**src/rtl/mips_main_control_32.sv**
```systemverilog
// Multi-cycle main control FSM for the 32-bit MIPS datapath: sequences fetch, decode,
// ALU execution (start/finish handshake), memory access and write-back, with a sticky error halt.
module mips_main_control_32 #(
  parameter int TIMEOUT = 16
) (
  input  logic        clk,
  input  logic        rst_n,
  input  logic [5:0]  opcode,
  input  logic        mem_ready,
  input  logic        alu_finish,
  input  logic        alu_zero,
  input  logic        err_illegal_func_code,
  input  logic        err_illegal_alu_op,
  output logic [1:0]  alu_op,
  output logic        alu_start,
  output logic        mem_read,
  output logic        mem_write,
  output logic        i_or_d,
  output logic        ir_write,
  output logic        pc_write,
  output logic        branch_taken,
  output logic        reg_write,
  output logic        reg_dst,
  output logic        mem_to_reg,
  output logic        halted,
  output logic [2:0]  err_code,
  output logic [31:0] instr_count,
  output logic [2:0]  state
);

  localparam logic [2:0] S_IDLE   = 3'd0;
  localparam logic [2:0] S_FETCH  = 3'd1;
  localparam logic [2:0] S_DECODE = 3'd2;
  localparam logic [2:0] S_EXEC   = 3'd3;
  localparam logic [2:0] S_MEM    = 3'd4;
  localparam logic [2:0] S_WB     = 3'd5;
  localparam logic [2:0] S_ERROR  = 3'd6;

  localparam logic [1:0] C_R   = 2'd0;
  localparam logic [1:0] C_LW  = 2'd1;
  localparam logic [1:0] C_SW  = 2'd2;
  localparam logic [1:0] C_BEQ = 2'd3;

  localparam logic [2:0] E_NONE    = 3'b000;
  localparam logic [2:0] E_OPCODE  = 3'b001;
  localparam logic [2:0] E_FUNC    = 3'b010;
  localparam logic [2:0] E_ALU_OP  = 3'b011;
  localparam logic [2:0] E_TIMEOUT = 3'b100;

  // Counter only needs to reach TIMEOUT; one spare bit keeps the increment from wrapping.
  localparam int               CNT_W    = $clog2(TIMEOUT) + 1;
  localparam logic [CNT_W-1:0] CNT_LAST = CNT_W'(TIMEOUT - 1);
  localparam logic [CNT_W-1:0] CNT_ONE  = CNT_W'(1);

  // {legal, class} for the opcode field.
  function automatic logic [2:0] decode_opcode(input logic [5:0] op);
    case (op)
      6'b000000: return {1'b1, C_R};
      6'b100011: return {1'b1, C_LW};
      6'b101011: return {1'b1, C_SW};
      6'b000100: return {1'b1, C_BEQ};
      default:   return 3'b000;
    endcase
  endfunction

  function automatic logic [1:0] class_alu_op(input logic [1:0] cls);
    case (cls)
      C_R:     return 2'b10;
      C_BEQ:   return 2'b01;
      default: return 2'b00;
    endcase
  endfunction

  logic [2:0]       state_q, state_d;
  logic [2:0]       err_q, err_d;
  logic [1:0]       cls_q;
  logic [CNT_W-1:0] wait_cnt_q;
  logic [31:0]      instr_cnt_q;
  logic [2:0]       opc_dec;
  logic             exec_first;
  logic             finish_ok;
  logic             retire;

  assign opc_dec    = decode_opcode(opcode);
  assign exec_first = (wait_cnt_q == '0);
  assign finish_ok  = !exec_first && alu_finish && !err_illegal_func_code && !err_illegal_alu_op;
  assign retire     = (state_d == S_FETCH) &&
                      ((state_q == S_EXEC) || (state_q == S_MEM) || (state_q == S_WB));

  always_ff @(posedge clk or negedge rst_n) begin
    if (!rst_n) state_q <= S_IDLE;
    else        state_q <= state_d;
  end

  always_comb begin
    state_d = state_q;
    err_d   = err_q;
    case (state_q)
      S_IDLE:   state_d = S_FETCH;
      S_FETCH:  if (mem_ready) state_d = S_DECODE;
      S_DECODE: begin
        if (opc_dec[2]) begin
          state_d = S_EXEC;
        end else begin
          state_d = S_ERROR;
          err_d   = E_OPCODE;
        end
      end
      S_EXEC: begin
        // A finish seen on the timeout cycle still completes the instruction.
        if (!exec_first && alu_finish) begin
          if (err_illegal_func_code) begin
            state_d = S_ERROR;
            err_d   = E_FUNC;
          end else if (err_illegal_alu_op) begin
            state_d = S_ERROR;
            err_d   = E_ALU_OP;
          end else begin
            case (cls_q)
              C_R:   state_d = S_WB;
              C_LW:  state_d = S_MEM;
              C_SW:  state_d = S_MEM;
              C_BEQ: state_d = S_FETCH;
            endcase
          end
        end else if (wait_cnt_q == CNT_LAST) begin
          state_d = S_ERROR;
          err_d   = E_TIMEOUT;
        end
      end
      S_MEM:    if (mem_ready) state_d = (cls_q == C_LW) ? S_WB : S_FETCH;
      S_WB:     state_d = S_FETCH;
      S_ERROR:  state_d = S_ERROR;
      default: begin
        state_d = S_ERROR;
        err_d   = E_TIMEOUT;
      end
    endcase
  end

  always_comb begin
    alu_op       = 2'b00;
    alu_start    = 1'b0;
    mem_read     = 1'b0;
    mem_write    = 1'b0;
    i_or_d       = 1'b0;
    ir_write     = 1'b0;
    pc_write     = 1'b0;
    branch_taken = 1'b0;
    reg_write    = 1'b0;
    reg_dst      = 1'b0;
    mem_to_reg   = 1'b0;
    halted       = 1'b0;
    case (state_q)
      S_FETCH: begin
        mem_read = 1'b1;
        ir_write = mem_ready;
        pc_write = mem_ready;
      end
      S_EXEC: begin
        alu_op       = class_alu_op(cls_q);
        alu_start    = exec_first;
        branch_taken = (cls_q == C_BEQ) && finish_ok && alu_zero;
      end
      S_MEM: begin
        i_or_d    = 1'b1;
        mem_read  = (cls_q == C_LW);
        mem_write = (cls_q == C_SW);
      end
      S_WB: begin
        reg_write  = 1'b1;
        reg_dst    = (cls_q == C_R);
        mem_to_reg = (cls_q == C_LW);
      end
      S_ERROR: halted = 1'b1;
      default: ;
    endcase
  end

  always_ff @(posedge clk or negedge rst_n) begin
    if (!rst_n) begin
      err_q       <= E_NONE;
      cls_q       <= C_R;
      wait_cnt_q  <= '0;
      instr_cnt_q <= '0;
    end else begin
      err_q <= err_d;
      if (state_q == S_DECODE && opc_dec[2]) cls_q <= opc_dec[1:0];
      // Cleared while decoding so the first EXEC cycle always sees zero.
      if (state_q == S_DECODE)    wait_cnt_q <= '0;
      else if (state_q == S_EXEC) wait_cnt_q <= wait_cnt_q + CNT_ONE;
      if (retire) instr_cnt_q <= instr_cnt_q + 32'd1;
    end
  end

  assign err_code    = err_q;
  assign instr_count = instr_cnt_q;
  assign state       = state_q;

endmodule

```
**config.mk**
```make
export PLATFORM = sky130hd
export DESIGN_NAME = mips_main_control_32
export DESIGN_NICKNAME = d
export VERILOG_FILES = /design/src/rtl/mips_main_control_32.sv
export SDC_FILE = /design/constraint.sdc
export NUM_CORES = 1
export LEC_CHECK = 0
export CORE_ASPECT_RATIO = 0.8
export CORE_UTILIZATION = 44
export DETAILED_ROUTE_END_ITERATION = 10
export PLACE_DENSITY = 0.76
export REMOVE_ABC_BUFFERS = 1
export SYNTH_ARGS = -nofsm -noshare
export SYNTH_HDL_FRONTEND = slang
export SYNTH_SLANG_ARGS = --single-unit
```
**constraint.sdc**
```tcl
create_clock -name clk -period 2.68 [get_ports clk]
set_clock_uncertainty 0.2 [all_clocks]
set_input_delay 0.268 -clock clk [delete_from_list [all_inputs] [get_ports clk]]
set_output_delay 0.268 -clock clk [all_outputs]
set_load 0.005 [all_outputs]
```
==> results_tabular.tex, run 1 <==
\begin{tabular}{lr}
\hline
Metric & Value \\
\hline
\multicolumn{2}{l}{\textbf{Status}} \\
\quad Outcome & completed \\
\multicolumn{2}{l}{\textbf{Finish}} \\
\quad FILL cells & 408 \\
\quad Share of post-route cells with drive strength above 1 & 19.83\% \\
\quad Number of cells in the finished layout apart from fillers & 436 \\
\quad Layout overhead on the synthesized area & 47.82\% \\
\quad Diodes inserted & 0 \\
\quad Final net count & 379 \\
\quad Finished layout cell area & 0.003736 mm2 \\
\multicolumn{2}{l}{\textbf{GRT}} \\
\quad Grt ovf & 0 \\
\quad Pin count of the biggest net entering global routing & 31 \\
\quad Global router's overall resource usage & 23.67\% \\
\quad Number of antenna violations at the first check in global routing & 0 \\
\quad Vias in the first global route & 2244 \\
\quad First-pass GRT wire length & 11.03 mm \\
\multicolumn{2}{l}{\textbf{Job}} \\
\quad Max-cap violations & 0 \\
\multicolumn{2}{l}{\textbf{Critical path}} \\
\quad Worst reg2reg path depth & 9 \\
\quad End of the worst register-to-register path & instr\_count[30] \\
\quad Crit Path Class & flop to flop \\
\quad Highest net fanout along the worst path & 7 \\
\quad R2r setup slk & 0.02 ns \\
\quad Beginning of the worst register-to-register path & wait\_cnt\_q[0] \\
\quad Worst Path Arrival & 2.65 ns \\
\quad Crit path from & wait\_cnt\_q[0] \\
\quad Req. time, crit path & 2.67 ns \\
\quad CP Capture Type & flop \\
\quad Kind of start point of the critical path & flop \\
\multicolumn{2}{l}{\textbf{Clock network}} \\
\quad Clock root buffer & sky130\_fd\_sc\_hd\_\_clkbuf\_8 \\
\quad Latest clock arrival within the worst-skew pair & 0.30 ns \\
\quad Number of H-tree levels & 2 \\
\quad CTS tree & done \\
\quad Sink count of the clock tree & 45 \\
\quad TritonCTS buffer count & 5 \\
\quad Clock tree buffer depth & 2 \\
\quad Clk slew on worst S/H paths & 0.08 ns \\
\multicolumn{2}{l}{\textbf{Yosys}} \\
\quad Number of enable-type register cells in the synthesized netlist & 0 \\
\quad Post-Synthesis Mean Instance Area & 9.610 um2 \\
\quad Cell area after synthesis & 0.002527 mm2 \\
\quad Yosys Warn Count & 0 \\
\quad Ys flop type & sky130\_fd\_sc\_hd\_\_dfrtp\_1 \\
\quad Register bit total from synthesis & 45 \\
\quad Cell types with the largest area share after synthesis & sky130\_fd\_sc\_hd\_\_dfrtp\_1, sky130\_fd\_sc\_hd\_\_xor2\_1, sky130\_fd\_sc\_hd\_\_ha\_1, sky130\_fd\_sc\_hd\_\_nand2\_1, sky130\_fd\_sc\_hd\_\_xnor2\_1 \\
\quad Post-synth top cells & sky130\_fd\_sc\_hd\_\_dfrtp\_1, sky130\_fd\_sc\_hd\_\_nand2\_1, sky130\_fd\_sc\_hd\_\_nor2\_1 \\
\quad Number of distinct standard cells referenced by the synthesized netlist & 46 \\
\quad Sequential-to-total area share from yosys stat & 44.55\% \\
\quad Gate count of the mapped netlist & 263 \\
\quad Most common cell in the netlist & sky130\_fd\_sc\_hd\_\_dfrtp\_1 \\
\quad Cell type with the highest aggregate area in the netlist & sky130\_fd\_sc\_hd\_\_dfrtp\_1 \\
\quad Share of Yosys cell area claimed by the top area cell type & 44.55\% \\
\quad Post-synth ARST share & 100.0\% \\
\multicolumn{2}{l}{\textbf{Floorplanning}} \\
\quad Die Span X & 86.74 um \\
\quad Effective utilization at floorplan & 45.99\% \\
\quad Area enclosed by the die boundary & 0.006053 mm2 \\
\quad Total number of placement rows & 24 \\
\quad Die height & 69.79 um \\
\quad Placeable core area & 0.005495 mm2 \\
\quad Top-Level Pins & 64 \\
\multicolumn{2}{l}{\textbf{Placement}} \\
\quad Placer Congestion & 0.8297 \\
\quad Buffers added on ports & 63 \\
\quad Detailed-placement wirelength estimate & 4.860 mm \\
\quad Placed instance area & 0.003413 mm2 \\
\quad Post-Place Cells & 423 \\
\multicolumn{2}{l}{\textbf{Pwr}} \\
\quad Power consumption & 2388 uW \\
\quad Total power per unit cell area & 639.2 mW/mm2 \\
\quad Leakage component of the power & 0.001716 uW \\
\quad IR drop worst, VDD & 0.3855 mV \\
\multicolumn{2}{l}{\textbf{Timing}} \\
\quad RSZ-0062 raised after global routing & yes \\
\quad Transition time at the pin with the least slew margin & 0.4840 ns \\
\quad Min Tclk post-route & 2.660 ns \\
\quad Highest achievable clock rate & 375.9 MHz \\
\quad Final count of pins violating max slew & 0 \\
\quad Finish-stage setup viols & 0 \\
\quad Final critical-path share of the clock period & 99.26\% \\
\quad Final hold violations & 0 \\
\quad Worst slew margin & 67.43\% \\
\multicolumn{2}{l}{\textbf{Hold path}} \\
\quad Worst min-delay path class & input pin to async pin \\
\multicolumn{2}{l}{\textbf{Drt}} \\
\quad Post-route ant nets & 0 \\
\quad Number of detailed-route iterations in the first pass & 4 \\
\quad DR WL/cell & 15.90 um \\
\quad DRC violation count after routing & 0 \\
\quad Vias per cell & 5.385 \\
\quad Routed wire length & 6.932 mm \\
\quad Number of violations reported at the end of detailed-routing iteration 0 & 103 \\
\quad Total vias in the final route & 2348 \\
\hline
\end{tabular}
through the flow:
stage               TNS (ns)  utilization [%]  hold WS, ns  worst slack (ns)
global route         -0.6246            67.99       0.2440          -0.06913
detailed placement    -1.051            62.11     0.001150           -0.1179
CTS                 -0.03559            66.64       0.2156          -0.03559
global placement     -0.9464            62.11    -0.005007           -0.1036
floorplan            -0.4333                -      -0.2276           -0.2542
finish                     0            67.99       0.2123           0.01991
layout make-up:
cell class / count / area, um2 / area share [%]
clock inverter: 1 / 30.03 / 0.8038
sequential: 45 / 1126 / 30.14
timing repair buffer: 96 / 884.6 / 23.68
multi-input combinational: 196 / 1458 / 39.02
tap: 78 / 97.59 / 2.612
inverter: 13 / 53.80 / 1.440
clock buffer: 7 / 86.33 / 2.311
routing by layer:
layer | share of wire (%) | vias to the layer above | global-route usage (%)
met1 | 45 | 1159 | 32.46
met5 | 0 | - | 0
met2 | 47 | 66 | 37.30
met4 | 2.3 | 0 | 8.704
met3 | 5.0 | 17 | 4.405
li1 | - | 1106 | -
sequential cells by signal (all words and copies together), names as in the netlist:
register     count
err_code         3
cls_q            2
wait_cnt_q       5
state            3
instr_count     32
worst max path at each step:
stage                 endpoint  slack [ns]  depth (start not counted)
2_1_floorplan  instr_count[30]       -0.25                          9
4_1_cts        instr_count[30]       -0.04                          9
3_3_place_gp   instr_count[31]       -0.10                         10
6_report       instr_count[30]        0.02                          9
3_5_place_dp   instr_count[27]       -0.12                         10
5_1_grt        instr_count[30]       -0.07                          6
cell usage in the layout, fill, tap and decap left out, types with 7 or more instances in the layout:
cell type	Yosys	layout
sky130_fd_sc_hd__a21oi_1	8	8
sky130_fd_sc_hd__clkdlybuf4s50_1	0	60
sky130_fd_sc_hd__nor2_1	20	20
sky130_fd_sc_hd__xor2_1	19	19
sky130_fd_sc_hd__nor3_1	14	14
sky130_fd_sc_hd__nand4_1	8	8
sky130_fd_sc_hd__dfrtp_1	45	45
sky130_fd_sc_hd__xnor2_1	11	11
sky130_fd_sc_hd__inv_1	12	11
sky130_fd_sc_hd__and2_1	8	7
sky130_fd_sc_hd__nand3_1	11	9
sky130_fd_sc_hd__nand2_1	26	25
sky130_fd_sc_hd__o21ai_0	7	7
sky130_fd_sc_hd__buf_4	1	29
power by group:
group / internal, uW / total [uW] / switching, uW / leakage (uW)
combinational: 521 / 1030 / 506 / 0.00107
sequential: 753 / 831 / 78.0 / 0.000587
clock: 304 / 531 / 227 / 0.0000585
what timing repair did:
item,4_1_cts,5_1_grt
hold buffers,1,0
resized for setup,21,16
setup buffers,5,0
endpoints found under the hold margin,15,0
setup endpoints to repair,16,32
pin swaps,7,8
worst max-delay path: stages (launching register included):
cell and delay [ns]:
sky130_fd_sc_hd__dfrtp_1 0.38, sky130_fd_sc_hd__inv_1 0.07, sky130_fd_sc_hd__ha_2 0.15, sky130_fd_sc_hd__or4b_4 0.48, sky130_fd_sc_hd__buf_6 0.15, sky130_fd_sc_hd__nand4_1 0.12
sky130_fd_sc_hd__o221a_4 0.24, sky130_fd_sc_hd__nand4_4 0.10, sky130_fd_sc_hd__or4b_4 0.51, sky130_fd_sc_hd__xnor2_2 0.14
kinds of logic (layout without fill, tap and decap cells):
logic type | after synthesis | count (layout) | synth area share (%)
AO/OA/AOI/OAI | 26 | 26 | 6.733
XOR/XNOR | 31 | 31 | 11.04
adder cells (fa/ha/maj) | 9 | 9 | 4.456
buffers and inverters | 22 | 117 | 4.010
flip-flops | 45 | 45 | 44.55
multiplexers | 1 | 1 | 0.4455
AND/OR/NAND/NOR | 129 | 129 | 28.76
No activity file was read; power rests on OpenSTA's default activity.
==> run 2, diff against run 1 <==
==> constraint.sdc (replaced) <==
create_clock -name clk -period 2.68 [get_ports clk]
set_clock_uncertainty 0.2 [all_clocks]
set_input_delay 0.67 -clock clk [delete_from_list [all_inputs] [get_ports clk]]
set_output_delay 0.67 -clock clk [all_outputs]
set_load 0.005 [all_outputs]
==> results_tabular.tex, run 2 (synthesis results as in run 1) <==
\begin{tabular}{lr}
\hline
Metric & Value \\
\hline
\multicolumn{2}{l}{\textbf{GRT}} \\
\quad Grt ovf & 0 \\
\quad Global router's overall resource usage & 25.50\% \\
\quad Pin count of the biggest net entering global routing & 46 \\
\quad Vias in the first global route & 2443 \\
\quad First-pass GRT wire length & 11.93 mm \\
\quad Number of antenna violations at the first check in global routing & 0 \\
\multicolumn{2}{l}{\textbf{Timing}} \\
\quad Final critical-path share of the clock period & 106.5\% \\
\quad Worst slew margin & 54.15\% \\
\quad RSZ-0062 raised after global routing & yes \\
\quad Final count of pins violating max slew & 0 \\
\quad Slack of the critical path & -0.1741 ns \\
\quad Transition time at the pin with the least slew margin & 0.6870 ns \\
\quad Finish-stage setup viols & 18 \\
\quad Min Tclk post-route & 2.854 ns \\
\quad Highest achievable clock rate & 350.4 MHz \\
\quad Final hold violations & 0 \\
\multicolumn{2}{l}{\textbf{Status}} \\
\quad Failing checks & negative setup slack \\
\quad Outcome & finished, violations left \\
\multicolumn{2}{l}{\textbf{Finish}} \\
\quad Share of post-route cells with drive strength above 1 & 31.18\% \\
\quad Number of flip-flops in the largest register & 32 \\
\quad Most common cell after layout, fill and taps aside & sky130\_fd\_sc\_hd\_\_clkdlybuf4s50\_1 \\
\quad Final net count & 393 \\
\quad Finished layout cell area & 0.004120 mm2 \\
\quad Number of cells in the finished layout apart from fillers & 450 \\
\quad Post-Route Utilization & 74.98\% \\
\quad Commonest cells after routing, fill and taps aside & sky130\_fd\_sc\_hd\_\_clkdlybuf4s50\_1, sky130\_fd\_sc\_hd\_\_dfrtp\_1, sky130\_fd\_sc\_hd\_\_buf\_4 \\
\quad Layout overhead on the synthesized area & 63.02\% \\
\quad Diodes inserted & 0 \\
\multicolumn{2}{l}{\textbf{Drt}} \\
\quad DR WL/cell & 17.58 um \\
\quad Post-route ant nets & 0 \\
\quad Total vias in the final route & 2475 \\
\quad Routed wire length & 7.912 mm \\
\quad DRC violation count after routing & 0 \\
\quad Number of violations reported at the end of detailed-routing iteration 0 & 131 \\
\quad Number of detailed-route iterations in the first pass & 4 \\
\quad Vias per cell & 5.500 \\
\multicolumn{2}{l}{\textbf{Critical path}} \\
\quad Worst Path Arrival & 2.85 ns \\
\quad Req. time, crit path & 2.67 ns \\
\quad Crit path from & wait\_cnt\_q[0] \\
\quad Crit Path Class & flop to flop \\
\quad Kind of start point of the critical path & flop \\
\quad CP Capture Type & flop \\
\quad Highest net fanout along the worst path & 3 \\
\quad Beginning of the worst register-to-register path & wait\_cnt\_q[0] \\
\multicolumn{2}{l}{\textbf{Clock network}} \\
\quad Clock root buffer & sky130\_fd\_sc\_hd\_\_clkbuf\_8 \\
\quad Clock tree buffer depth & 2 \\
\quad Number of H-tree levels & 2 \\
\quad Count of hold buffers inserted by post-cts repair & 0 \\
\quad CTS tree & done \\
\quad Clk slew on worst S/H paths & 0.09 ns \\
\quad TritonCTS buffer count & 5 \\
\quad Latest clock arrival within the worst-skew pair & 0.31 ns \\
\quad Sink count of the clock tree & 45 \\
\multicolumn{2}{l}{\textbf{Pwr}} \\
\quad Total power per unit cell area & 643.4 mW/mm2 \\
\quad IR drop worst, VDD & 0.3744 mV \\
\quad Leakage component of the power & 0.002057 uW \\
\quad Power consumption & 2651 uW \\
\multicolumn{2}{l}{\textbf{Floorplanning}} \\
\quad Top-Level Pins & 64 \\
\quad Die height & 69.79 um \\
\quad Effective utilization at floorplan & 45.99\% \\
\quad Total number of placement rows & 24 \\
\quad Area enclosed by the die boundary & 0.006053 mm2 \\
\quad Die Span X & 86.74 um \\
\quad Placeable core area & 0.005495 mm2 \\
\multicolumn{2}{l}{\textbf{Placement}} \\
\quad Placed instance area & 0.003466 mm2 \\
\quad Post-Place Cells & 430 \\
\quad Placer Congestion & 0.8070 \\
\quad Buffers added on ports & 63 \\
\quad Detailed-placement wirelength estimate & 4.796 mm \\
\multicolumn{2}{l}{\textbf{Job}} \\
\quad Max-cap violations & 0 \\
\multicolumn{2}{l}{\textbf{Hold path}} \\
\quad Worst min-delay path class & input pin to async pin \\
\hline
\end{tabular}
## run 2: changes by cell type in the layout (fill, tap and decap cells not counted), moves of 4 or more
cell,delta
sky130_fd_sc_hd__nor2_1,-5
sky130_fd_sc_hd__buf_6,+4
sky130_fd_sc_hd__nor3_1,-10
sky130_fd_sc_hd__nor3_4,+10
sky130_fd_sc_hd__buf_4,+9
## run 2: layout make-up
class                   count  area [um2]
clock inverters             1       30.03
inverters                  13       56.30
multi-input cells         196        1692
fillers                   349        1375
repair buffers            110        1028
flip-flops and latches     45        1130
well taps                  78       97.59
clock buffers               7       86.33
## run 2: metal layers
metal,track usage (%),vias up,share of wire [%]
met2,41.36,63,50
met1,35.58,1252,44
met3,3.929,24,2.9
met5,0,-,0
li1,-,1136,-
met4,6.852,0,3.0
## run 2: what timing repair did
action | 4_1_cts | 5_1_grt
pin swaps | 26 | 23
resized for setup | 67 | 40
setup buffers | 8 | 4
cloned | 1 | 0
setup endpoints to repair | 37 | 39
## run 2: worst max-delay path, stage by stage (launching register included)
cell                       delay, ns
sky130_fd_sc_hd__dfrtp_1        0.40
sky130_fd_sc_hd__inv_1          0.07
sky130_fd_sc_hd__ha_2           0.15
sky130_fd_sc_hd__or4b_4         0.48
sky130_fd_sc_hd__buf_6          0.14
sky130_fd_sc_hd__a211o_1        0.30
sky130_fd_sc_hd__and4_4         0.17
sky130_fd_sc_hd__clkinv_4       0.05
sky130_fd_sc_hd__nand4_4        0.11
sky130_fd_sc_hd__or4b_4         0.53
sky130_fd_sc_hd__xnor2_2        0.14
## run 2: stage by stage
stage          hold WS [ns]  worst slack (ns)  TNS [ns]
3_5_place_dp         0.2747           -0.4748    -11.94
6_report             0.2328           -0.1741    -1.297
2_1_floorplan        0.1744           -0.2542   -0.4333
4_1_cts              0.2653           -0.1423   -0.6146
5_1_grt              0.2979           -0.2661    -4.472
3_3_place_gp         0.2694           -0.4571    -11.86
## run 2: path summary, 6_finish.rpt
path / end / slack, ns / cells past startpoint
min reg2reg: instr_count[28] / 0.28 / 1
max reg2reg: instr_count[30] / -0.17 / 10
min in group clk: instr_count[28] / 0.28 / 1
max: instr_count[30] / -0.17 / 10
max in group asynchronous: state[0] / 1.63 / 2
min: wait_cnt_q[3] / 0.23 / 2
## run 2: where the power goes
part | internal, uW | switching (uW) | leakage (uW)
clock network | 304 | 242 | 0.0000585
registers | 756 | 109 | 0.000585
logic | 643 | 596 | 0.00141
total | 1700 | 947 | 0.00206
==> RTL change: new RTL, settings of run 2 <==
Make the reset (`rst_n`) synchronous in 2 clocked blocks.
--- a/src/rtl/mips_main_control_32.sv
+++ b/src/rtl/mips_main_control_32.sv
@@ -87,7 +87,7 @@
   assign retire     = (state_d == S_FETCH) &&
                       ((state_q == S_EXEC) || (state_q == S_MEM) || (state_q == S_WB));
 
-  always_ff @(posedge clk or negedge rst_n) begin
+  always_ff @(posedge clk) begin
     if (!rst_n) state_q <= S_IDLE;
     else        state_q <= state_d;
   end
@@ -177,7 +177,7 @@
     endcase
   end
 
-  always_ff @(posedge clk or negedge rst_n) begin
+  always_ff @(posedge clk) begin
     if (!rst_n) begin
       err_q       <= E_NONE;
       cls_q       <= C_R;
Behaviour: differs if rst_n is asserted again (counterexample within 4 cycles, from zero or initial values and one cycle with rst_n low); with rst_n held inactive, the same outputs for 10 cycles.
==> RTL change against run 2 <==
  * Worst setup slack gained 0.18 ns
  * Cell area grew 0.24%
  * Die area grew 8.4%
  * Largest cell class unchanged
  * Sequential cell count is the same
  * Routed wire length grew 12%
  * Critical endpoint is now instr_count[27]
  * Area after synthesis grew 8.6%
Power is not compared: it rests on default switching activity, and its combinational part moved more than twofold at a synthesized area within 25%.
==> RTL change: results (changes against run 2) <==
routing:
  wl_met2_microns: 4090  # +3.6%
  firstDrtPassIters: 5  # +1
  vias: 3217  # +30%
  drtIter0Drc: 284  # +120%
  dr.max_layer_used: "met4"
  wl_met3_microns: 565  # +150%
  routed_wirelength_microns: 8850  # +12%
  drt-met1-wl_microns: 4050  # +16%
  vias_per_cell: 6.27  # +14%
layout:
  nNetsFinal: 454  # +16%
  largest_reg_flops: 32  # unchanged
  final.fill_count: 481  # +38%
  n_antenna_cell: 0  # unchanged
  drive_above_1_share: 0.243  # -0.0688
synthesis:
  ys_seq_area_frac: 0.328  # -0.117
  ys_types: 46  # unchanged
  async_reset_ff_frac: 0  # -1.00
  syn_area_per_cell_sq_um: 8.05  # -16%
  ys_top_cells_by_area: "dfxtp_1 (33%), a21oi_1 (5.5%), or4_1 (5.2%)"
  ys_warn_count: 0  # unchanged
  synthTopCellsByCount: "dfxtp_1 (45), a21oi_1 (30), clkbuf_1 (19), nand2_1 (19), or4_1 (19)"
power:
  p_leak_uw: 0.00142
  p_int_uw: 1070
  peakVddDrop_v: 0.000283
run_status:
  status: "complete, no violations"
grt:
  grt_max_degree: 40  # -13%
  grtUsageTotal: 0.265  # +0.0104
  antenna_found_initial: 0  # unchanged
  grt_first_pass_wirelength_microns: 14100  # +18%
  grt_pass1_vias: 2879  # +18%
clocking:
  cts_buffers: 5  # unchanged
  cts_root_buf: "clkbuf_8"
  clkLatencyLatePin_ns: 0.31  # about the same
  clk_pin_slew_ns: 0.08
  clk_path_buf_depth: 2  # unchanged
  h-tree-depth: 2  # unchanged
hold_path:
  hold_path_class: "reg2reg"
place:
  dpl_worst_slack_ns: -0.780  # -0.306 ns
  port_buffers: 63  # unchanged
  dp_hpwl_microns: 5480  # +14%
  place_congestion: 0.867  # +7.4%
  placed_area_sq_um: 3640  # +4.9%
  placed_cells: 494  # +15%
timing:
  tightest_slew_ns: 0.513  # -0.174 ns
setup_path:
  worstPathMaxFanout: 5  # +2
  path_class: "in2reg"
  critPathArrivalTime_ns: 2.67  # -0.18 ns
floorplan:
  die_x_microns: 90.3  # +4.1%
-- RTL change: cell count changes in the layout (fill, tap and decap cells not counted), moves of 7 or more --
cell / delta
dfxtp_1: +42
nor3_4: -10
xor2_1: -19
dfrtp_1: -42
nand2b_1: +7
nand4_1: +8
o31ai_1: +16
a21oi_1: +18
nor4_4: -8
or4_1: +15
xnor2_1: -9
nand3_1: +9
-- RTL change: what timing repair did --
action / CTS / global route
setup buffers: 5 / 1
setup endpoints to repair: 36 / 27
cloned: 6 / 0
resized for setup: 65 / 25
hold buffers: 0 / 0
pin swaps: 43 / 6
-- RTL change: kinds of logic after synthesis --
group,Yosys count,share of synthesized area
adder cells (fa/ha/maj),9,0.0410
multiplexers,2,0.00729
AND/OR/NAND/NOR,155,0.332
buffers and inverters,38,0.0606
AO/OA/AOI/OAI,92,0.231
flip-flops,45,0.328
-- RTL change: critical path, stage by stage --
cell      delay (ns)
buf_6           0.09
or3b_4          0.39
or4_4           0.59
and4_4          0.27
buf_12          0.13
buf_16          0.13
o311ai_4        0.28
o41ai_1         0.11
-- RTL change: power groups by stage --
stage / registers (uW) / logic (uW) / clock network, uW
after floorplan: 707 / 104 / 0
after global placement: 700 / 249 / 0
after detailed placement: 700 / 254 / 0
after CTS: 684 / 345 / 434
after global routing: 687 / 400 / 460
final: 685 / 379 / 437
-- RTL change: cell type report --
cell class / count / area share
clock buffers: 7 / 0.0209
flip-flops and latches: 45 / 0.219
repair buffers: 106 / 0.250
inverters: 12 / 0.0127
well taps: 81 / 0.0245
multi-input cells: 262 / 0.473
-- RTL change: final timing paths --
path / startpoint / to / slack, ns / cells past startpoint
setup / recovery: err_illegal_alu_op / instr_count[27] / 0.001 / 8
hold reg to reg: instr_count[31] / instr_count[31] / 0.28 / 2
hold / removal: instr_count[31] / instr_count[31] / 0.28 / 2
setup reg to reg: wait_cnt_q[0] / instr_count[27] / 0.02 / 10
-- RTL change: routing by layer --
| metal | global-route usage | up-vias |
|---|---|---|
| li1 | - | 1516 |
| met3 | 0.0531 | 16 |
| met4 | 0.0914 | 0 |
| met2 | 0.409 | 155 |
| met1 | 0.372 | 1530 |
| met5 | 0 | - |
-- RTL change: per-stage QoR --
step / total power, uW / util
2_1_floorplan: 811 / -
3_3_place_gp: 949 / 0.609
3_5_place_dp: 954 / 0.609
4_1_cts: 1460 / 0.673
5_1_grt: 1550 / 0.691
6_report: 1500 / 0.691
